$ cat src/rtl/serial_add_arb.sv
// serial_add_arb: two-requester round-robin front end around one
// bit-serial full-add slice. Operands are captured on grant, added
// LSB-first over W cycles, and the W-bit sum plus carry-out is presented
// for one cycle tagged with the requester that owns it.
module serial_add_arb #(
    parameter int W = 8
) (
    input  logic         clk,
    input  logic         rst_n,
    input  logic         req0,
    input  logic [W-1:0] a0,
    input  logic [W-1:0] b0,
    input  logic         req1,
    input  logic [W-1:0] a1,
    input  logic [W-1:0] b1,
    output logic         gnt0,
    output logic         gnt1,
    output logic         busy,
    output logic         valid,
    output logic         owner,
    output logic [W-1:0] sum,
    output logic         cout
);

    localparam int CW = (W > 1) ? $clog2(W) : 1;

    typedef enum logic [1:0] {
        IDLE = 2'd0,
        RUN  = 2'd1,
        DONE = 2'd2
    } state_t;

    state_t          state;
    logic            last;      // index of the requester served most recently
    logic [W-1:0]    a_sh;
    logic [W-1:0]    b_sh;
    logic [W-1:0]    acc;       // sum bits assembled from the MSB side
    logic            carry;
    logic [CW-1:0]   cnt;
    logic            own;       // owner of the operation in flight

    logic            h;
    logic            g;
    logic            s;
    logic            p;
    logic            carry_next;
    logic [W-1:0]    acc_next;

    // Round-robin grant: only in IDLE and out of reset; ties go to the
    // requester that was not served last.
    always_comb begin
        gnt0 = 1'b0;
        gnt1 = 1'b0;
        if (state == IDLE && rst_n) begin
            gnt0 = req0 && (!req1 || last);
            gnt1 = req1 && (!req0 || !last);
        end
        busy = (state != IDLE);
    end

    // Full-add slice made of two half-add stages on the current LSBs.
    always_comb begin
        h          = a_sh[0] ^ b_sh[0];
        g          = a_sh[0] & b_sh[0];
        s          = h ^ carry;
        p          = h & carry;
        carry_next = g | p;
        // Written as shift-then-overwrite so the W=1 build needs no slice.
        acc_next        = acc >> 1;
        acc_next[W-1]   = s;
    end

    // Sequencer: capture on grant, W bit-steps, one-cycle result pulse.
    always_ff @(posedge clk) begin
        if (!rst_n) begin
            state <= IDLE;
            last  <= 1'b1;
            a_sh  <= '0;
            b_sh  <= '0;
            acc   <= '0;
            carry <= 1'b0;
            cnt   <= '0;
            own   <= 1'b0;
            valid <= 1'b0;
            owner <= 1'b0;
            sum   <= '0;
            cout  <= 1'b0;
        end else begin
            valid <= 1'b0;
            case (state)
                IDLE: begin
                    if (gnt0 || gnt1) begin
                        a_sh  <= gnt1 ? a1 : a0;
                        b_sh  <= gnt1 ? b1 : b0;
                        carry <= 1'b0;
                        cnt   <= '0;
                        own   <= gnt1;
                        last  <= gnt1;
                        state <= RUN;
                    end
                end
                RUN: begin
                    a_sh  <= a_sh >> 1;
                    b_sh  <= b_sh >> 1;
                    carry <= carry_next;
                    acc   <= acc_next;
                    cnt   <= cnt + CW'(1);
                    if (cnt == CW'(W - 1)) begin
                        state <= DONE;
                        valid <= 1'b1;
                        sum   <= acc_next;
                        cout  <= carry_next;
                        owner <= own;
                    end
                end
                DONE: begin
                    state <= IDLE;
                end
                default: begin
                    state <= IDLE;
                end
            endcase
        end
    end

endmodule

$ cat config.mk
export PLATFORM = sky130hd
export DESIGN_NAME = serial_add_arb
export DESIGN_NICKNAME = d
export VERILOG_FILES = /design/src/rtl/serial_add_arb.sv
export SDC_FILE = /design/constraint.sdc
export NUM_CORES = 1
export LEC_CHECK = 0
export CORE_ASPECT_RATIO = 1.5
export CORE_UTILIZATION = 47
export DETAILED_ROUTE_END_ITERATION = 8
export PLACE_DENSITY_LB_ADDON = 0.1
export SETUP_SLACK_MARGIN = 0.4
export SYNTH_ARGS = -nofsm -noshare
export SYNTH_HDL_FRONTEND = slang
export SYNTH_SLANG_ARGS = --single-unit
$ cat constraint.sdc
create_clock -name clk -period 1.5 [get_ports clk]
set_clock_uncertainty 0.15 [all_clocks]
set_input_delay 0.3 -clock clk [delete_from_list [all_inputs] [get_ports clk]]
set_output_delay 0.3 -clock clk [all_outputs]
set_load 0.02 [all_outputs]
Word-level counts from Yosys, hierarchy flattened
Index checks and enable logic that the tools add are counted.
{"block": "op_classes", "n_addsub": 1, "mul": 0, "div": 0, "magnitude_cmp": 0, "n_eq_ne": 4, "shift": 0, "muxes": 16, "bitwise_logic": 5, "n_reduce_logical": 17}
{"operator": "$mux W8", "n": 4}
{"operator": "$pmux W8 S2", "n": 2}
{"operator": "$reduce_and A2 Y1", "n": 5}
{"operator": "$pmux W3 S2", "n": 1}
{"operator": "$mux W1", "n": 4}
{"operator": "$mux W2", "n": 2}
{"operator": "$pmux W2 S2", "n": 1}
{"operator": "$reduce_bool A2 Y1", "n": 2}
{"operator": "$add A3 B1 Y3 const B", "n": 1}
{"operator": "$eq A3 B3 Y1 const B", "n": 1}
{"operator": "$logic_and A1 B1 Y1", "n": 3}
{"operator": "$logic_not A1 Y1", "n": 3}
{"operator": "$logic_or A1 B1 Y1", "n": 3}
{"operator": "$mux W3", "n": 1}
{"operator": "$and A1 B1 Y1", "n": 2}
{"operator": "$eq A2 B1 Y1 const B", "n": 1}
{"operator": "$logic_not A2 Y1", "n": 1}
{"operator": "$ne A2 B1 Y1 const B", "n": 1}
{"operator": "$ne A2 B2 Y1 const B", "n": 1}
{"operator": "$pmux W1 S2", "n": 1}
{"operator": "$xor A1 B1 Y1", "n": 2}
{"operator": "$or A1 B1 Y1", "n": 1}
{"block": "totals", "regBits": 43, "latchBits": 0, "ram_bits": 0, "mem_bits_ro": 0, "word_cells": 55, "mem_count": 0}

Depth between registers and ports, before layout
Gate-level depths: netlist of the first run.
{"block": "depth", "depth_word": 7, "depth_mapped": 6, "depth_no_buf": 5}

Least setup slack after synthesis of the first run
No wires, ideal clock.
{"block": "synth_path", "path_type": "input port to output port", "startpoint": "in rst_n", "endpoint": "out gnt0", "t_arrival_ns": 0.961, "slack_ns": 0.089, "path_stages": 3, "path_buffers": 1, "cell_sequence": "clkbuf_1 -> o21ai_0 -> nor2_1"}
{"block": "synth_between", "elab_chain_len": 2}
{"element": "from (decl)", "line_no": "9", "rtl": "input logic rst_n,"}
{"element": "$logic_and A1 B1 Y1", "line_no": "54", "rtl": "if (state == IDLE && rst_n) begin"}
{"element": "$mux W1", "line_no": "54"}
{"element": "to (decl)", "line_no": "16", "rtl": "output logic gnt0,"}
No other way between the ends.

Final worst setup path of the first run
{"block": "layout_path", "startpoint": "in req1", "endpoint": "out gnt0"}
{"block": "layout_between", "elab_chain_len": 4}
{"element": "from (decl)", "line_no": "13", "rtl": "input logic req1,"}
{"element": "$logic_not A1 Y1", "line_no": "55", "rtl": "gnt0 = req0 && (!req1 || last);"}
{"element": "$logic_or A1 B1 Y1", "line_no": "55"}
{"element": "$logic_and A1 B1 Y1", "line_no": "55"}
{"element": "$mux W1", "line_no": "54"}
No other way between the ends.

==> summary.md, run 1 <==
| Metric | Value |
|---|---|
| Count of cell types in the netlist | 29 |
| WS Path Type | in -> out |
| Final HPWL from detailed placement | 3180 µm |
| CTS sink count | 42 |
| WHS Path Cells | 2 |
| Hold buffer count at cts | 0 |
| Synth warn | 0 |
| Layout cells sized above 1 | 51.6% |
| Initial antenna violation count | 0 |
| Clock root buffer | clkbuf_8 |
| Critical Path RT | 1050 ps |
| Final period utilization | 111% |
| Grt ovf | 0 |
| Core footprint | 3510 µm² |
| Clk buf depth | 2 |
| Worst-Margin Slew | 282 ps |
| Critical path startpoint | req1 |
| Crit. End Element | output pin |
| Inst Count DP | 297 |
| Min cycle time layout | 1670 ps |
| IO buf count | 49 |
| Final setup fails | 33 |
| Unrepaired setup endpoints after global routing | yes |
| Pwr/cell area | 809 nW/µm² |
| Post-route insts no fill | 329 |
| Ports | 50 |
| Routed Antenna Nets | 0 |
| Setup TNS | -1770 ps |
| Reg2reg path depth | 7 |
| Synth top area share | 47.5% |
| Post-synth top area cell | dfxtp_1 |
| Die footprint | 4020 µm² |
| Vias/cell | 5.96 |
| Worst VDD drop | 0.783 mV |
| Vias | 1,962 |
| Die H | 77.1 µm |
| Hold crit path type | reg -> reg |
| Pre-CTS setup slack | -677 ps |
| Reg2Reg Setup Slack | -90 ps |
| Avg Inst Size Synth | 8.85 µm² |
| Pleak | 1.35 nW |
| Final worst slack | -172 ps |
| Clock H-tree levels | 2 |
| Max-slew violations | 0 |
| CP endpoint | gnt0 |
| DRC Markers | 0 |
| Clk Latency, worst-skew pair | 300 ps |
| Seq/Total Area, Yosys | 47.5% |
| Status | finished, violations left |
| First-pass GRT wire length | 8060 µm |
| Highest clock rate | 0.598 GHz |
| CTS tree | done |
| Worst reg2reg path startpoint | state[0] |
| Async set or reset register ratio after synthesis | 0% |
| Slew margin rel. | 81.0% |
| TritonRoute pass-1 iters | 4 |
| TritonCTS buffer count | 5 |
| Total of max-cap violations | 0 |
| Post-synth EDFFs | 0 |
| Synthesis-stage register bit count | 42 |
| Starting Density | 50.4% |
| CTS clk-pin slew, worst paths | 80 ps |
| Cells after Synth | 200 |
| Post-Syn Nets | 239 |
| Placed Area | 2450 µm² |
| Total GRT Usage | 26.9% |
| GPL Wtd Cong | 0.718 |
| Ant. Diodes | 0 |
| Final Hold Vio Count | 0 |
| Area contributors post-synth | dfxtp_1 (48%), nand2_1 (9.1%), mux2i_1 (7.9%) |
| Final WL | 6540 µm |
| R2r endpoint | sum[4] |
| Row cnt | 26 |
| Vias in the first global route | 1,835 |
| Failing checks | negative setup slack |
| Synthesized cell area | 1770 µm² |
| Chip width | 52.1 µm |
| Pin count of the biggest net entering global routing | 14 |
| Nets@finish | 325 |
| Crit-path max FO | 3 |
| Startpoint Class | primary input |
| First DRT Iteration DRCs | 56 |
| Design area | 3190 µm² |
| P&R area growth vs syn | 80.1% |
| Arr. time, crit path | 1220 ps |
| Drt wl/cell | 19.9 µm |
| Primary FF master, synth | dfxtp_1 |
-- where the power goes --
group	internal [W]	total [W]	switching, W
Combinational	0.000331	0.000598	0.000266
Clock	0.000371	0.000754	0.000383
Sequential	0.00117	0.00122	0.0000540
-- synthesized netlist by cell type, types with 2 or more instances --
cell,instances
a21oi_1,26
a22oi_1,7
a32oi_1,8
buf_2,5
buf_4,2
clkbuf_1,6
dfxtp_1,42
ha_1,2
inv_1,4
mux2i_1,14
nand2_1,43
nand2b_1,3
nand3_1,4
nor2_1,6
o211ai_1,2
o21ai_0,7
o22ai_1,7
-- flip-flops by register name, indices dropped and copies added, names as in the netlist --
name and count:
cout 1, sum 8, state 2, own 1
last 1, carry 1, b_sh 8, acc 7
valid 1, owner 1, cnt 3, a_sh 8
-- cell usage in the layout, fill, tap and decap left out, types with 2 or more instances in the layout --
master,instances
clkbuf_8,6
ha_4,2
nand2_8,2
inv_1,2
nand2_1,23
buf_4,21
buf_16,2
and2_4,2
a22oi_2,6
nand2b_4,2
inv_2,2
o21ai_1,7
a21oi_1,6
a21oi_2,20
a32oi_1,6
o211ai_1,2
a32oi_2,2
mux2i_1,14
dfxtp_1,25
dfxtp_2,17
dlygate4sd2_1,3
buf_6,28
nand2_4,9
clkdlybuf4s50_1,32
nand2_2,10
o22ai_1,7
nand3_1,4
nor2_4,4
nor2_1,2
buf_12,4
-- kinds of logic (layout without fill, tap and decap cells) --
| group | count (synthesis) | after routing | synth area share, % |
|---|---|---|---|
| and+or+nand+nor | 63 | 65 | 16.2 |
| muxes | 14 | 14 | 7.92 |
| DFF | 42 | 42 | 47.5 |
| adders and majority gates | 3 | 3 | 2.55 |
| AOI/OAI and AO/OA | 60 | 60 | 20.8 |
| buffers and inverters | 18 | 103 | 5.02 |
-- worst min-delay path by stage --
stage / from / end / slack (ps)
floorplan: a0[7] / a_sh[7] / 280
global placement: sum[3] / sum[3] / 290
detailed placement: sum[1] / sum[1] / 300
CTS: sum[1] / sum[1] / 310
global route: sum[1] / sum[1] / 330
finish: sum[6] / sum[6] / 320
-- what timing repair did --
action / 4_1_cts / 5_1_grt
pin swaps: 6 / 34
gates cloned: 5 / 0
setup endpoints to repair: 56 / 56
resized for setup: 135 / 66
setup buffers: 13 / 6
-- metal layers --
layer | routed length [µm] | vias to the layer above | part of all wire [%] | track usage [%]
met2 | 3670 | 94 | 56 | 53.1
met5 | 0 | - | 0 | 0
met3 | 255 | 29 | 3.9 | 4.76
met4 | 306 | 0 | 4.7 | 9.46
li1 | - | 882 | - | -
met1 | 2310 | 957 | 35 | 25.6
-- worst max-delay path, stage by stage --
cell and delay, ps:
dlygate4sd2_1 310, inv_1 120, o21ai_0 270, nor2_2 80, buf_6 140
-- layout make-up --
cell class | instances | area [µm²]
clock buffers | 7 | 86.3
clock inverters | 1 | 5.00
fillers | 150 | 328
inverters | 4 | 15.0
multi-input cells | 142 | 1190
flip-flops and latches | 42 | 862
well taps | 42 | 52.6
repair buffers | 91 | 970
-- per-stage QoR --
stage	utilization (%)	total power [W]	hold slack [ps]
floorplan	-	0.00142	285
global placement	69.7	0.00158	292
global route	90.7	0.00266	332
CTS	82.4	0.00244	313
detailed placement	69.7	0.00160	297
finish	90.7	0.00258	322
No activity file was read; power rests on OpenSTA's default activity.
==> run 2, diff against run 1 <==
SLEW_MARGIN = 20   (was not set)
==> results of run 2 <==
Final layout, timing and power as in run 1 (identical DEF).
==> run 3, diff against run 2 <==
CTS_CLUSTER_SIZE = 28   (was not set)
SLEW_MARGIN = 30   (was 20)
==> results of run 3 <==
Final layout, timing and power as in run 1 (identical DEF).
